File: src/rtl/bin_to_bcd_converter_pkg.sv
// bin_to_bcd_converter_pkg: shared widths, limits and FSM encoding for the BCD converter
package bin_to_bcd_converter_pkg;
  localparam int DISP_DIGITS = 4;
  localparam int CALC_BIN_W = 14;
  localparam int CALC_MAX_VAL = 9999;
  localparam logic [15:0] BCD_NINES = 16'h9999;
  typedef enum logic {ST_IDLE = 1'b0, ST_SHIFT = 1'b1} state_t;
  function automatic int unsigned pow10(input int n);
    int unsigned r;
    r = 1;
    for (int i = 0; i < n; i++) r = r * 10;
    return r;
  endfunction
endpackage

File: src/rtl/bin_to_bcd_converter_bcd_add3.sv
// bcd_add3: double-dabble digit cell, adds 3 to a nibble that is 5 or more
module bcd_add3 (
  input  logic [3:0] d_i,
  output logic [3:0] d_o
);
  assign d_o = (d_i >= 4'd5) ? d_i + 4'd3 : d_i;
endmodule

File: src/rtl/bin_to_bcd_converter.sv
// bin_to_bcd_converter: sequential double-dabble binary to packed BCD with saturation on overflow
module bin_to_bcd_converter
  import bin_to_bcd_converter_pkg::*;
#(
  parameter int BIN_W = CALC_BIN_W,
  parameter int DIGITS = DISP_DIGITS
) (
  input  logic                  clk,
  input  logic                  clr,
  input  logic                  start,
  input  logic [BIN_W-1:0]      bin_in,
  output logic                  busy,
  output logic                  done,
  output logic                  overflow,
  output logic [4*DIGITS-1:0]   bcd_out
);
  localparam int SW = 4 * DIGITS;
  localparam int CW = $clog2(BIN_W + 1);
  localparam logic [BIN_W-1:0] MAX_B = BIN_W'(pow10(DIGITS) - 1);
  localparam logic [SW-1:0] NINES = {DIGITS{4'h9}};
  state_t state_q, state_d;
  logic [BIN_W-1:0] bin_q, bin_d;
  logic [SW-1:0] scr_q, scr_d, adj, bcd_q, bcd_d;
  logic [CW-1:0] cnt_q, cnt_d;
  logic ovf_pend_q, ovf_pend_d, ovf_q, ovf_d, done_q, done_d;
  genvar g;
  generate
    for (g = 0; g < DIGITS; g++) begin : g_add3
      bcd_add3 u_add3 (.d_i(scr_q[4*g +: 4]), .d_o(adj[4*g +: 4]));
    end
  endgenerate
  // state and datapath registers, all cleared by clr
  always_ff @(posedge clk) begin
    if (clr) begin
      state_q <= ST_IDLE;
      bin_q <= '0;
      scr_q <= '0;
      cnt_q <= '0;
      ovf_pend_q <= 1'b0;
      ovf_q <= 1'b0;
      bcd_q <= '0;
      done_q <= 1'b0;
    end else begin
      state_q <= state_d;
      bin_q <= bin_d;
      scr_q <= scr_d;
      cnt_q <= cnt_d;
      ovf_pend_q <= ovf_pend_d;
      ovf_q <= ovf_d;
      bcd_q <= bcd_d;
      done_q <= done_d;
    end
  end
  // capture in IDLE, adjust-and-shift in SHIFT, publish the result on the last shift
  always_comb begin
    state_d = state_q;
    bin_d = bin_q;
    scr_d = scr_q;
    cnt_d = cnt_q;
    ovf_pend_d = ovf_pend_q;
    ovf_d = ovf_q;
    bcd_d = bcd_q;
    done_d = 1'b0;
    if (state_q == ST_IDLE && start) begin
      state_d = ST_SHIFT;
      bin_d = bin_in;
      scr_d = '0;
      cnt_d = CW'(BIN_W);
      ovf_pend_d = bin_in > MAX_B;
    end else if (state_q == ST_SHIFT) begin
      scr_d = {adj[SW-2:0], bin_q[BIN_W-1]};
      bin_d = {bin_q[BIN_W-2:0], 1'b0};
      cnt_d = cnt_q - 1'b1;
      if (cnt_q == CW'(1)) begin
        state_d = ST_IDLE;
        bcd_d = ovf_pend_q ? NINES : {adj[SW-2:0], bin_q[BIN_W-1]};
        ovf_d = ovf_pend_q;
        done_d = 1'b1;
      end
    end
  end
  assign busy = (state_q == ST_SHIFT);
  assign done = done_q;
  assign overflow = ovf_q;
  assign bcd_out = bcd_q;
endmodule

File: config.mk
export PLATFORM = sky130hd
export DESIGN_NAME = bin_to_bcd_converter
export DESIGN_NICKNAME = d
export VERILOG_FILES = /design/src/rtl/bin_to_bcd_converter_pkg.sv /design/src/rtl/bin_to_bcd_converter_bcd_add3.sv /design/src/rtl/bin_to_bcd_converter.sv
export SDC_FILE = /design/constraint.sdc
export NUM_CORES = 1
export LEC_CHECK = 0
export ABC_CLOCK_PERIOD_IN_PS = 3080
export CAP_MARGIN = 20
export CORE_UTILIZATION = 30
export CTS_CLUSTER_DIAMETER = 50
export DETAILED_ROUTE_END_ITERATION = 8
export GPL_TIMING_DRIVEN = 0
export PLACE_DENSITY = 0.47
export SKIP_LAST_GASP = 1
export SYNTH_ARGS = -nofsm -noshare
export SYNTH_HDL_FRONTEND = slang
export SYNTH_SLANG_ARGS = --single-unit
File: constraint.sdc
create_clock -name clk -period 3.08 [get_ports clk]
set_input_delay 0.308 -clock clk [delete_from_list [all_inputs] [get_ports clk]]
set_output_delay 0.308 -clock clk [all_outputs]
set_load 0.1 [all_outputs]
Word level (Yosys, flattened, before mapping):

Cells that the tools add are included.

* word-level logic and storage cells: 40
* register bits after elaboration: 54
* output and inout port bits: 19

* magnitude comparators: 5
* eq/ne operators: 1
* mux-type cells: 13
* reduce and logical (&&, ||, !) cells: 5
* bitwise logic cells: 2
* add/sub/neg operators: 5

Operators by type and width (number)
* 14-bit two-way mux: 2
* 4-bit two-way mux: 5
* 4-bit by 3-bit greater-or-equal comparator with 1-bit output (second input constant): 4
* 16-bit two-way mux: 1
* 14-bit > comparator (second input constant): 1
* 4-bit by 2-bit adder with 4-bit output (second input constant): 3
* 4-bit by 1-bit equality test with 1-bit output (second input constant): 1
* 1-bit two-way mux: 4
* 4-bit by 1-bit subtractor with 4-bit output (second input constant): 1
* 3-bit by 2-bit adder with 3-bit output (second input constant): 1
* 3-bit two-way mux: 1
* 3-bit AND reduction: 1
* 3-bit OR reduction: 1
* 1-bit NOT: 2
* 2-bit nonzero test: 1
* 2-bit OR reduction: 1
* 1-bit logical AND: 1

Logic depth before layout (Yosys ltp):

* word-level depth: 4
* mapped depth: 6

Cells and area by module:

Synthesis repeated with hierarchy kept, for this count alone.

* cells, all modules: 275
* area, all modules: 2493.6 um^2

By module, submodules not included
* bin_to_bcd_converter: cells each 211, sequential area each 1081.0 um^2, area an instance 2088.3 um^2, instances 1
* bcd_add3: cells each 16, sequential area each 0.0 um^2, area an instance 101.3 um^2, instances 4

Worst setup path before layout:

No wires, ideal clock.

* path type: register -> register
* start point: register state_q, in the netlist busy
* end point: register bcd_q[13], in the netlist bcd_out[13]
* required time: 3.013 ns
* slack: 1.157 ns
* period minus slack after synthesis: 1.923 ns
* setup time: 0.067 ns
* path buffers: 2
* cell stages (with the launch flop): 6
* arrival: 1.856 ns
* cells stage by stage: dfxtp_1 buf_4 nand3_2 or3_1 buf_6 o21ai_2

* word-level cells in the longest chain between the ends: 4

RTL lines
* from (decl): line bin_to_bcd_converter.sv:21 `state_t state_q, state_d;`
* from (signal assigned): line bin_to_bcd_converter.sv:44 `state_q <= state_d;`
* 1-bit NOT (no line)
* 1-bit logical AND: line bin_to_bcd_converter.sv:64 `if (state_q == ST_IDLE && start) begin`
* 1-bit NOT (no line)
* 3-bit AND reduction (no line) (*)
* to (signal assigned): line bin_to_bcd_converter.sv:41 `bcd_q <= '0;`
* to (signal assigned): line bin_to_bcd_converter.sv:50 `bcd_q <= bcd_d;`
* to (decl): line bin_to_bcd_converter.sv:23 `logic [SW-1:0] scr_q, scr_d, adj, bcd_q, bcd_d;`

Mark *: on every way between the ends. The rest lies on a longest branch, timed or not.
A chain may end at the register's enable or synchronous reset.

Worst setup path after layout:

* start point: register bcd_q[13], in the netlist bcd_out[13]
* end point: output port bcd_out[13]

RTL lines
* to (decl): line bin_to_bcd_converter.sv:15 `output logic [4*DIGITS-1:0] bcd_out`

No word-level cell between the ends.

==> results.cfg <==
[routing]
vias = 1983
drc = 0
wl_met1_um = 2986
dr.first_iter.drc_count = 87
highest_layer = met4
wl_met2_um = 2819
routed_wl_um = 5979
firstDrtPassIters = 4
ant_nets = 0
wl_met3_um = 132
drt-wirelength-per-cell_um = 14.17
routed_via_density = 4.699

[worst_setup_path]
worstPathArrival_ps = 1810
crit_slowest_cell = clkdlybuf4s50_1
worstSetupPathType = flip-flop to primary output
critPathMaxFanout = 2
start_kind = flip-flop
reg2reg_slack_ps = 1420
crit_chain = clkdlybuf4s50_1
worstSetupEndpointType = primary output
path_buf_inv = 1
path_delay_family = buffers and inverters
crit_cells = 1
r2r_cells = 4
slowest_delay_ps = 1140
required_ps = 2770

[cells_and_area]
layout.cells.non_filler = 422
layout_common_cells = 54 x dfxtp_1, 48 x nor2_1, 34 x clkdlybuf4s50_1, 28 x a21oi_1, 14 x mux2i_1
multi_input_area_um2 = 1269
syn_to_final_growth_pct = 22.47
fillCellCount = 809
drive_gt1_share_pct = 10.63
final_common_cell = dfxtp_1
n_antenna_cell = 0
regArea_um2 = 1081
finalNetCount = 346

[floorplan]
rows = 32
dieArea_um2 = 8664
die_w_um = 93.08
ioPinCount = 36
core_um2 = 7888
start_util_pct = 31.55
fp.dieH_um = 93.08

[timing]
slew-limit-headroom_pct = 34.92
drv_slew = 0
finalSetupViolations = 0
timing.fmax_ghz = 0.4711
hold_violations = 0
tns_ps = 0
skew_ps = 6.022
timing.final.crit_share_pct = 68.91
setup_ws_ps = 957.5
final.min_clock_period_ps = 2122
tightestPinTransition_ps = 973.2
rsz0062_at_grt = false

[logic_synthesis]
synth_area_um2 = 2489
synth_edf_count = 0
synth_warnings = 0
ys_types = 34
synthCells = 278
synth-seq-area-share_pct = 43.44
synth_ff_type = dfxtp_1
synth_nets = 305
ys_async_sr_fraction_pct = 0
ys_top_cells_by_area = dfxtp_1 43%, nor2_1 7.2%, a21oi_1 5.6%, mux2i_1 5.6%, ha_1 5.0%
synth_top_area_share_pct = 43.44
synth_seq_cells = 54
syn_area_per_cell_um2 = 8.952
synth_top_area_cell = dfxtp_1

[cts]
cts.sink_count = 54
cts_buffers = 5
htreeDepth = 2
cts-resized-gates = 0
clock_latency_ps = 300
max-clock-path-buffers = 2
cts_tree = done
cts_hold_buf = 0
post-cts-setup-buffers = 0
cts_root_buf = clkbuf_8
clk_pin_slew_ps = 100

[placement]
hpwl_um = 4268
dp_cells = 414
io_buffers = 34
place_ws_ps = 1133
gp_congestion = 0.7426

[global_routing]
grt_max_degree = 16
grt_pass1_vias = 1841
grt_use_total_pct = 14.71
grt_overflow = 0
antenna_found_initial = 0
grt_pass1_wl_um = 9818

[run_status]
outcome = finished clean

[power_and_ir_drop]
power.density_nw_per_um2 = 452.9
p_leak_nw = 1.090
vdd_ir_drop_max_mv = 0.1926

[run]
maxCapViolCount = 0

[worst_hold_path]
hp-class = input pin to flip-flop
worstHoldPathCells = 3
worst min-delay path: stages:
cell	delay, ps
buf_4	170
nor2_1	80
nor3_1	120
power by group:
part           leakage, nW  total (W)  switching, W  internal [W]
sequential           0.440   0.000748     0.0000217      0.000727
clock               0.0482   0.000409      0.000227      0.000182
combinational        0.602   0.000223      0.000135     0.0000884
total                 1.09    0.00138      0.000383      0.000997
final cells by class:
class,instances,area share (%)
Buffer,18,3.079
Sequential cell,54,35.47
Tap cell,102,4.187
Multi-Input combinational cell,194,41.63
Clock buffer,7,2.833
Inverter,12,1.478
Timing Repair Buffer,34,11.17
Clock inverter,1,0.1642
stage by stage:
| step | util (%) | total power [W] | instance area, um2 | hold slack [ps] |
|---|---|---|---|---|
| after CTS | 38.64 | 0.001401 | 3048 | 424.9 |
| after global placement | 37.48 | 0.0009876 | 2957 | 467.1 |
| after floorplan | - | 0.0009198 | 2489 | 453.7 |
| final | 38.64 | 0.001380 | 3048 | 433.6 |
| after global routing | 38.64 | 0.001453 | 3048 | 467.8 |
| after detailed placement | 37.48 | 0.0009893 | 2957 | 470.1 |
cells in the mapped netlist (5+ instances only):
library cell / n
a211oi_1: 8
a211oi_2: 7
a21oi_1: 28
clkbuf_1: 10
dfxtp_1: 54
ha_1: 10
inv_1: 11
mux2i_1: 14
nand2_1: 13
nand2b_1: 5
nand3b_1: 8
nor2_1: 48
nor3_1: 7
nor3b_1: 7
o21ai_2: 8
o22ai_1: 8
xnor2_1: 5
flip-flops by register name, summed over array words and instances (netlist names):
name and flops:
busy 1, bcd_out 16, cnt_q 4, bin_q 14, ovf_pend_q 1, scr_q 16
done 1, overflow 1
worst paths after layout:
path               start     endpoint
max          bcd_out[13]  bcd_out[13]
min                start         busy
max reg2reg         busy     scr_q[9]
min reg2reg     overflow     overflow
cell families (layout without fill, tap and decap cells):
| logic type | count (synthesis) | in the layout | share of synthesized area (%) |
|---|---|---|---|
| buffers and inverters | 30 | 72 | 5.581 |
| multiplexers | 18 | 18 | 7.441 |
| AO/OA/AOI/OAI | 67 | 67 | 18.75 |
| XOR/XNOR | 5 | 5 | 1.760 |
| adder cells (fa/ha/maj) | 10 | 10 | 5.028 |
| AND/OR/NAND/NOR | 94 | 94 | 18.00 |
| flip-flops | 54 | 54 | 43.44 |
layer usage:
layer | up-vias | GRT usage [%]
li1 | 1045 | -
met1 | 912 | 21.19
met2 | 24 | 22.61
met3 | 2 | 2.683
met4 | 0 | 3.462
met5 | - | 0
Power figures use the tool's default switching activity.
